File: config.mk
export PLATFORM = sky130hd
export DESIGN_NAME = hms_timer_ctrl
export DESIGN_NICKNAME = d
export VERILOG_FILES = /design/src/rtl/timer_pkg.sv /design/src/rtl/tick_gen.sv /design/src/rtl/hms_timer_ctrl.sv
export SDC_FILE = /design/constraint.sdc
export NUM_CORES = 1
export LEC_CHECK = 0
export ABC_AREA = 1
export ABC_CLOCK_PERIOD_IN_PS = 2000
export CORE_AREA = 4 4 92 94
export CTS_CLUSTER_DIAMETER = 120
export DETAILED_ROUTE_END_ITERATION = 6
export DIE_AREA = 0 0 96 98
export PLACE_DENSITY_LB_ADDON = 0.05
export SETUP_SLACK_MARGIN = 0.3
export SLEW_MARGIN = 40
export SYNTH_ARGS = -nofsm -noshare
export SYNTH_HDL_FRONTEND = slang
export SYNTH_SLANG_ARGS = --single-unit
File: constraint.sdc
create_clock -name clock -period 2 [get_ports clock]
set_clock_uncertainty 0.05 [all_clocks]
set_input_delay 0.5 -clock clock [delete_from_list [all_inputs] [get_ports clock]]
set_output_delay 0.5 -clock clock [all_outputs]
set_load 0.05 [all_outputs]
File: src/rtl/timer_pkg.sv
// Shared types and limits for the hh:mm:ss timekeeper.
package timer_pkg;

    typedef enum logic [1:0] {
        IDLE     = 2'd0,
        RUN_UP   = 2'd1,
        RUN_DOWN = 2'd2,
        EXPIRED  = 2'd3
    } state_e;

    localparam int SEC_MAX = 59;
    localparam int MIN_MAX = 59;

endpackage

File: src/rtl/tick_gen.sv
// One-second prescaler: tick_o is high on the edge where the count wraps,
// so the consumer can advance its state on that same edge.
module tick_gen #(
    parameter int TICK_DIV = 50_000_000
) (
    input  logic clock,
    input  logic reset,
    input  logic en,
    input  logic clr,
    output logic tick_o
);

    localparam int CW = (TICK_DIV > 1) ? $clog2(TICK_DIV) : 1;
    localparam logic [CW-1:0] LAST = CW'(TICK_DIV - 1);

    logic [CW-1:0] cnt_q, cnt_d;

    assign tick_o = en && !clr && (cnt_q == LAST);

    always_comb begin
        cnt_d = cnt_q;
        if (clr || !en) begin
            cnt_d = '0;
        end else if (cnt_q == LAST) begin
            cnt_d = '0;
        end else begin
            cnt_d = cnt_q + 1'b1;
        end
    end

    always_ff @(posedge clock) begin
        if (reset) begin
            cnt_q <= '0;
        end else begin
            cnt_q <= cnt_d;
        end
    end

endmodule

File: src/rtl/hms_timer_ctrl.sv
// hh:mm:ss up/down timekeeper with start/stop control, clamped load,
// expiry on reaching zero when counting down, and wrap/tick pulses.
module hms_timer_ctrl
    import timer_pkg::*;
#(
    parameter int TICK_DIV = 50_000_000,
    parameter int HOUR_MAX = 23,
    parameter int CNT_W    = 7
) (
    input  logic             clock,
    input  logic             reset,
    input  logic             load,
    input  logic [CNT_W-1:0] hora,
    input  logic [CNT_W-1:0] min,
    input  logic [CNT_W-1:0] sec,
    input  logic             start,
    input  logic             dir,
    input  logic             stop,
    output logic [CNT_W-1:0] hora_left,
    output logic [CNT_W-1:0] min_left,
    output logic [CNT_W-1:0] sec_left,
    output logic             tick,
    output logic             wrap,
    output logic             expired,
    output logic             running
);

    localparam logic [CNT_W-1:0] H_MAX = CNT_W'(HOUR_MAX);
    localparam logic [CNT_W-1:0] M_MAX = CNT_W'(MIN_MAX);
    localparam logic [CNT_W-1:0] S_MAX = CNT_W'(SEC_MAX);

    state_e           state_q, state_d;
    logic [CNT_W-1:0] hora_q, hora_d, min_q, min_d, sec_q, sec_d;
    logic             tick_q, tick_d, wrap_q, wrap_d;
    logic             run_w, pre_clr, step;

    assign run_w   = (state_q == RUN_UP) || (state_q == RUN_DOWN);
    // Any accepted control pulse restarts the second from zero.
    assign pre_clr = load || stop || (start && (state_q == IDLE));

    tick_gen #(.TICK_DIV(TICK_DIV)) u_tick_gen (
        .clock  (clock),
        .reset  (reset),
        .en     (run_w),
        .clr    (pre_clr),
        .tick_o (step)
    );

    always_comb begin
        state_d = state_q;
        hora_d  = hora_q;
        min_d   = min_q;
        sec_d   = sec_q;
        tick_d  = 1'b0;
        wrap_d  = 1'b0;
        if (load) begin
            hora_d  = (hora > H_MAX) ? H_MAX : hora;
            min_d   = (min > M_MAX) ? M_MAX : min;
            sec_d   = (sec > S_MAX) ? S_MAX : sec;
            state_d = IDLE;
        end else if (stop) begin
            if (run_w) state_d = IDLE;
        end else if (start) begin
            if (state_q == IDLE) begin
                if (!dir) begin
                    state_d = RUN_UP;
                end else if (hora_q == '0 && min_q == '0 && sec_q == '0) begin
                    state_d = EXPIRED;
                end else begin
                    state_d = RUN_DOWN;
                end
            end
        end else if (step) begin
            tick_d = 1'b1;
            if (state_q == RUN_UP) begin
                if (sec_q == S_MAX) begin
                    sec_d = '0;
                    if (min_q == M_MAX) begin
                        min_d = '0;
                        if (hora_q == H_MAX) begin
                            hora_d = '0;
                            wrap_d = 1'b1;
                        end else begin
                            hora_d = hora_q + 1'b1;
                        end
                    end else begin
                        min_d = min_q + 1'b1;
                    end
                end else begin
                    sec_d = sec_q + 1'b1;
                end
            end else begin
                if (sec_q == '0) begin
                    sec_d = S_MAX;
                    if (min_q == '0) begin
                        min_d  = M_MAX;
                        hora_d = hora_q - 1'b1;
                    end else begin
                        min_d = min_q - 1'b1;
                    end
                end else begin
                    sec_d = sec_q - 1'b1;
                end
                if (hora_d == '0 && min_d == '0 && sec_d == '0) state_d = EXPIRED;
            end
        end
    end

    always_ff @(posedge clock) begin
        if (reset) begin
            state_q <= IDLE;
            hora_q  <= '0;
            min_q   <= '0;
            sec_q   <= '0;
            tick_q  <= 1'b0;
            wrap_q  <= 1'b0;
        end else begin
            state_q <= state_d;
            hora_q  <= hora_d;
            min_q   <= min_d;
            sec_q   <= sec_d;
            tick_q  <= tick_d;
            wrap_q  <= wrap_d;
        end
    end

    assign hora_left = hora_q;
    assign min_left  = min_q;
    assign sec_left  = sec_q;
    assign tick      = tick_q;
    assign wrap      = wrap_q;
    assign expired   = (state_q == EXPIRED);
    assign running   = run_w;

endmodule

# Word-level counts from Yosys, hierarchy flattened
# Cells that the tools add are included.
dict set report word_totals {
  reg_bits 51
  output_inout_bits 25
  inputBits 27
  word_cells 121
}
dict set report classes {
  bitwise_logic 4
  n_eq_ne 14
  reduce_logical 31
  n_addsub 7
  n_lt_le_gt_ge 3
  muxes 55
}
# cell n
set ops {}
lappend ops {{7-bit 2-to-1 mux} 44}
lappend ops {{7-bit zero test} 6}
lappend ops {{26-bit by 1-bit adder with 26-bit output (second input constant)} 1}
lappend ops {{26-bit == test (second input constant)} 1}
lappend ops {{7-bit by 1-bit adder with 7-bit output (second input constant)} 3}
lappend ops {{7-bit by 1-bit subtractor with 7-bit output (second input constant)} 3}
lappend ops {{2-bit 2-to-1 mux} 8}
lappend ops {{7-bit by 6-bit == test with 1-bit output (second input constant)} 2}
lappend ops {{7-bit by 6-bit > comparator with 1-bit output (second input constant)} 2}
lappend ops {{5-bit AND reduction} 2}
lappend ops {{8-bit OR reduction} 1}
lappend ops {{7-bit by 5-bit == test with 1-bit output (second input constant)} 1}
lappend ops {{7-bit by 5-bit > comparator with 1-bit output (second input constant)} 1}
lappend ops {{1-bit logical AND} 7}
lappend ops {{3-bit by 2-bit != test with 1-bit output (second input constant)} 2}
lappend ops {{3-bit nonzero test} 2}
lappend ops {{2-bit == test (second input constant)} 2}
lappend ops {{1-bit logical OR} 4}
lappend ops {{2-bit != test (second input constant)} 2}
lappend ops {{1-bit NOT} 4}
lappend ops {{4-bit AND reduction} 1}
lappend ops {{4-bit OR reduction} 1}
lappend ops {{1-bit 2-to-1 mux} 3}
lappend ops {{3-bit by 1-bit != test with 1-bit output (second input constant)} 1}
lappend ops {{other kinds (9)} 10}

# Depth between registers and ports, before layout
dict set report depth {
  depth_word 18
  depth_mapped 17
  depth_no_buf 17
}

# Modules after synthesis
# Synthesis repeated with hierarchy kept, for this count alone.
dict set report unflattened {
  hier_cells 633
  hier_area_um2 3977.6
}
# mod cells_per_inst seq_area_each_um2 n_inst area_each_um2
set by_module_without_submodules {}
lappend by_module_without_submodules {hms_timer_ctrl 399 500.5 1 2446.1}
lappend by_module_without_submodules {tick_gen 234 520.5 1 1531.5}

# Worst setup path after synthesis
# OpenSTA, ideal clock, no wires.
dict set report synth_path {
  path_kind {register -> register}
  start {register sec_q[0] (netlist: sec_left[0])}
  end {register state_q[1]}
  path_buffers 0
  setup_slack_ns -0.362
  synth_period_minus_slack_ns 2.362
  stages_incl_launch_ff 16
  setup_time_ns 0.113
  required_ns 1.837
  t_arrival_ns 2.199
  path_cell_list {dfxtp_1 inv_1 ha_1 inv_1 nor2_1 nand3_4 nor2_4 nand2_1 xor2_1 clkinv_1 nor2_1 nand3_2 nand2_1 nand2_1 nand2_1 nor2_1}
}
dict set report synth_via {
  elab_chain_len 12
  word_cells_on_any_way 27
  classes_between {add/sub (1); mux (18); reduce/logical (8)}
}
# element line
set synth_rtl {}
lappend synth_rtl {{from (decl)} hms_timer_ctrl.sv:33} ;# logic [CNT_W-1:0] hora_q, hora_d, min_q, min_d, sec_q, sec_d;
lappend synth_rtl {{from (signal assigned)} hms_timer_ctrl.sv:114} ;# sec_q <= '0;
lappend synth_rtl {{from (signal assigned)} hms_timer_ctrl.sv:121} ;# sec_q <= sec_d;
lappend synth_rtl {{branches (longest 9 deep; another with 7-bit by 1-bit subtractor with 7-bit output)} --}
lappend synth_rtl {{1-bit logical AND (*)} hms_timer_ctrl.sv:104} ;# if (hora_d == '0 && min_d == '0 && sec_d == '0) state_d = EXPIRED;
lappend synth_rtl {{3-bit nonzero test (no line) (*)} --}
lappend synth_rtl {{5-bit AND reduction (no line) (*)} --}
lappend synth_rtl {{to (signal assigned)} hms_timer_ctrl.sv:118} ;# state_q <= state_d;
lappend synth_rtl {{to (decl)} hms_timer_ctrl.sv:32} ;# state_e state_q, state_d;
# Mark *: on every way between the ends. The select of a mux whose other input is x is not followed.
# A chain may end at the register's enable or synchronous reset.

# Worst setup path after layout
dict set report layout_path {
  start {register u_tick_gen.cnt_q[11]}
  end {register min_q[4] (netlist: min_left[4])}
}
dict set report layout_via {
  elab_chain_len 4
}
# element line
set layout_rtl {}
lappend layout_rtl {{from (decl)} tick_gen.sv:16} ;# logic [CW-1:0] cnt_q, cnt_d;
lappend layout_rtl {{from (signal assigned)} tick_gen.sv:35} ;# cnt_q <= cnt_d;
lappend layout_rtl {{26-bit == test} tick_gen.sv:18} ;# assign tick_o = en && !clr && (cnt_q == LAST);
lappend layout_rtl {{1-bit logical AND} tick_gen.sv:18}
lappend layout_rtl {{2-bit nonzero test (no line)} --}
lappend layout_rtl {{4-bit AND reduction (no line)} --}
lappend layout_rtl {{to (signal assigned)} hms_timer_ctrl.sv:120} ;# min_q <= min_d;
lappend layout_rtl {{to (decl)} hms_timer_ctrl.sv:33}
# Every way passes these cells.

==> run_results.csv <==
group,metric,value,unit
setup_path,worst_setup_path_start_kind,"flip-flop",
floorplanning,pin_count,52,
layout,nets,770,
grt,antenna_found_initial,0,
hold_path,min_path_type,"flip-flop to flip-flop",
clock_tree,clk_pin_slew,0.12,ns
yosys,synthDistinctLibCells,46,
timing,rsz0062_at_grt,"true",
yosys,avgSynthCellArea,6.44,µm²
detailed_routing,avgViaCountPerCell,5.63,
layout,drive_gt1_share,44.1,%
layout,n_fill_cell,535,
floorplanning,num_rows,32,
outcome,violations,"setup timing",
floorplanning,die_x,96,µm
detailed_routing,avgRoutedWirePerCell,16.9,µm
grt,grt_pass1_wl,19.6,mm
timing,tightest_slew,0.840,ns
clock_tree,cts_buffer_depth,2,
clock_tree,ctsHoldBuffers,0,
layout,diodes,0,
floorplanning,fp.dieH,98,µm
yosys,syn_nets,628,
detailed_routing,wl,14.1,mm
yosys,async_flop_share,0,%
detailed_routing,first_pass_iters,5,
timing,fin_crit,2.10,ns
grt,use_met2,44.6,%
setup_path,worst-setup-path-type,"flip-flop to flip-flop",
yosys,ys_seq_elements,51,
yosys,yosysSeqAreaShare,27.0,%
timing,hold_viol_final,0,
grt,grt_util_met1,32.8,%
outcome,status,"complete, but fails checks",
timing,worst_hold_slack,0.473,ns
clock_tree,clkSinkCount,51,
power,leakage,2.52,nW
setup_path,critPathRequiredTime,2.18,ns
timing,timing.final.ws_setup,-0.0993,ns
floorplanning,die-area,9410,µm²
placement,gp_congestion,0.905,
grt,grt_overflow_total,0,
placement,hpwl,8.50,mm
grt,grt_util_met3,3.00,%
yosys,synthDominantCellAreaShare,27.0,%
setup_path,arrival,2.28,ns
layout,multi_input_area,3090,µm²
grt,grt_busiest_layer,"met2",
timing,drv_slew,0,
setup_path,crit_fanout,6,
clock_tree,cts_tree,"built",
yosys,synth_area,3780,µm²
power,power_density,490,nW/µm²
layout,layout_common_cells,"buf_4, nand2_1, nor2_1",
placement,io_buffers,51,
timing,finalSetupViolCount,12,
yosys,yosys_warnings,0,
timing,clock.fmax,476,MHz
clock_tree,clk_latency,0.33,ns
grt,grt_max_degree,23,
timing,max_slew_margin,43.9,%
yosys,synthCells,587,
floorplanning,core-area,7650,µm²
detailed_routing,ant_nets,0,
yosys,synth_largest_area_cell,"dfxtp_1",
layout,layout_commonest_cell,"buf_4",
yosys,synth_area_leaders,"dfxtp_1, nand2_1, nor2_1",
timing,period_share,105,%
layout,syn2layout_area_growth,61.2,%
flow_run,maxCapViolations,0,
timing,setup_tns,-0.522,ns
detailed_routing,drt_iter0_markers,224,
clock_tree,cts_root_buf,"clkbuf_8",
detailed_routing,drc_errors,0,
yosys,synth_enable_flop_cells,0,
grt,grt.total_usage,25.6,%
floorplanning,start_util,49.4,%
clock_tree,numCtsBuffers,5,
detailed_routing,vias,4687,
power,p_total,2.98,mW
clock_tree,cts-htree-levels,2,
power,irDropWorstVdd,0.000319,V
layout,regArea,1070,µm²
grt,grt_pass1_vias,4292,
yosys,synthFlopType,"dfxtp_1",
setup_path,worstSetupEndpointType,"flip-flop",
[where the power goes]
group	switching, mW	internal (mW)	leakage, nW
Clock	0.407	0.409	0.0666
Combinational	0.637	0.433	2.03
Sequential	0.0481	1.05	0.426
[final cells by class]
type                            count  area share [%]
Multi-Input combinational cell    449            50.7
Timing Repair Buffer              154            22.8
Sequential cell                    51            17.6
Inverter                           67            4.54
Tap cell                          102            2.10
Clock buffer                        7            1.95
Clock inverter                      1           0.185
Timing Repair inverter              1           0.144
[final timing paths]
kind	startpoint	to	slack (ns)	cells after the start
worst max-delay path	u_tick_gen.cnt_q[11]	min_left[4]	-0.1	10
worst min register to register	u_tick_gen.cnt_q[20]	u_tick_gen.cnt_q[20]	0.47	2
worst min-delay path	u_tick_gen.cnt_q[20]	u_tick_gen.cnt_q[20]	0.47	2
worst max register to register	u_tick_gen.cnt_q[11]	min_left[4]	-0.1	10
[what timing repair did]
item	4_1_cts	5_1_grt
buffers inserted	21	17
gates cloned	3	1
resized for setup	107	108
endpoints found under the setup margin	52	55
pin swaps	30	45
[per-stage QoR]
| stage | cell area (µm²) | utilization [%] | worst slack [ns] | cells |
|---|---|---|---|---|
| after global placement | 4850 | 63.5 | -0.244 | 782 |
| final | 6090 | 79.6 | -0.0993 | 832 |
| after global routing | 6090 | 79.6 | -0.253 | 832 |
| after floorplan | 3910 | - | 0.103 | 587 |
| after CTS | 5520 | 72.1 | -0.00416 | 814 |
| after detailed placement | 4850 | 63.5 | -0.346 | 782 |
[registers in the layout, summed over array words and instances (netlist names)]
register          cells
hora_left             7
wrap                  1
min_left              7
sec_left              7
state_q               2
tick                  1
u_tick_gen.cnt_q     26
[layer usage]
layer	up-vias	wire length [µm]
met5	-	0
met4	0	447
met3	37	707
met2	188	7340
met1	2228	5570
li1	2234	-
[worst max-delay path, cell delays in order, from the launching register on]
cell and delay (ns):
dfxtp_1 0.39, inv_2 0.13, nand3_1 0.13, nor2_2 0.15, nand2_2 0.08, nor3_4 0.25
nand3_4 0.15, o21ai_4 0.24, buf_12 0.17, o211ai_1 0.08, a21oi_1 0.18
[logic make-up (layout without fill, tap and decap cells)]
kind of cell	count (synthesis)	in the layout	synth area share, %
buffers and inverters	87	230	9.74
xor gates and xnor gates	22	22	5.10
AOI/OAI and AO/OA	113	113	17.0
DFF	51	51	27.0
and+or+nand+nor	300	300	36.5
adders and majority gates	14	14	4.64
[Yosys cell counts, types with 2 or more instances]
cell,number
a21oi_1,38
ha_1,14
a31oi_1,6
xor2_1,17
nor2_2,7
nand4_1,11
xnor2_1,5
nand3_2,3
nand2_1,113
o21ai_0,31
dfxtp_1,51
o22ai_1,3
nor4_1,3
inv_1,61
nor2_1,87
o31ai_1,6
nand2_2,5
o211ai_1,4
o21ai_1,12
nor3_1,12
buf_2,5
clkbuf_1,9
buf_6,4
o21a_1,6
a211oi_1,2
nor2_4,5
inv_2,4
nand3_1,45
Note: power is estimated with default switching activity, not from simulation.
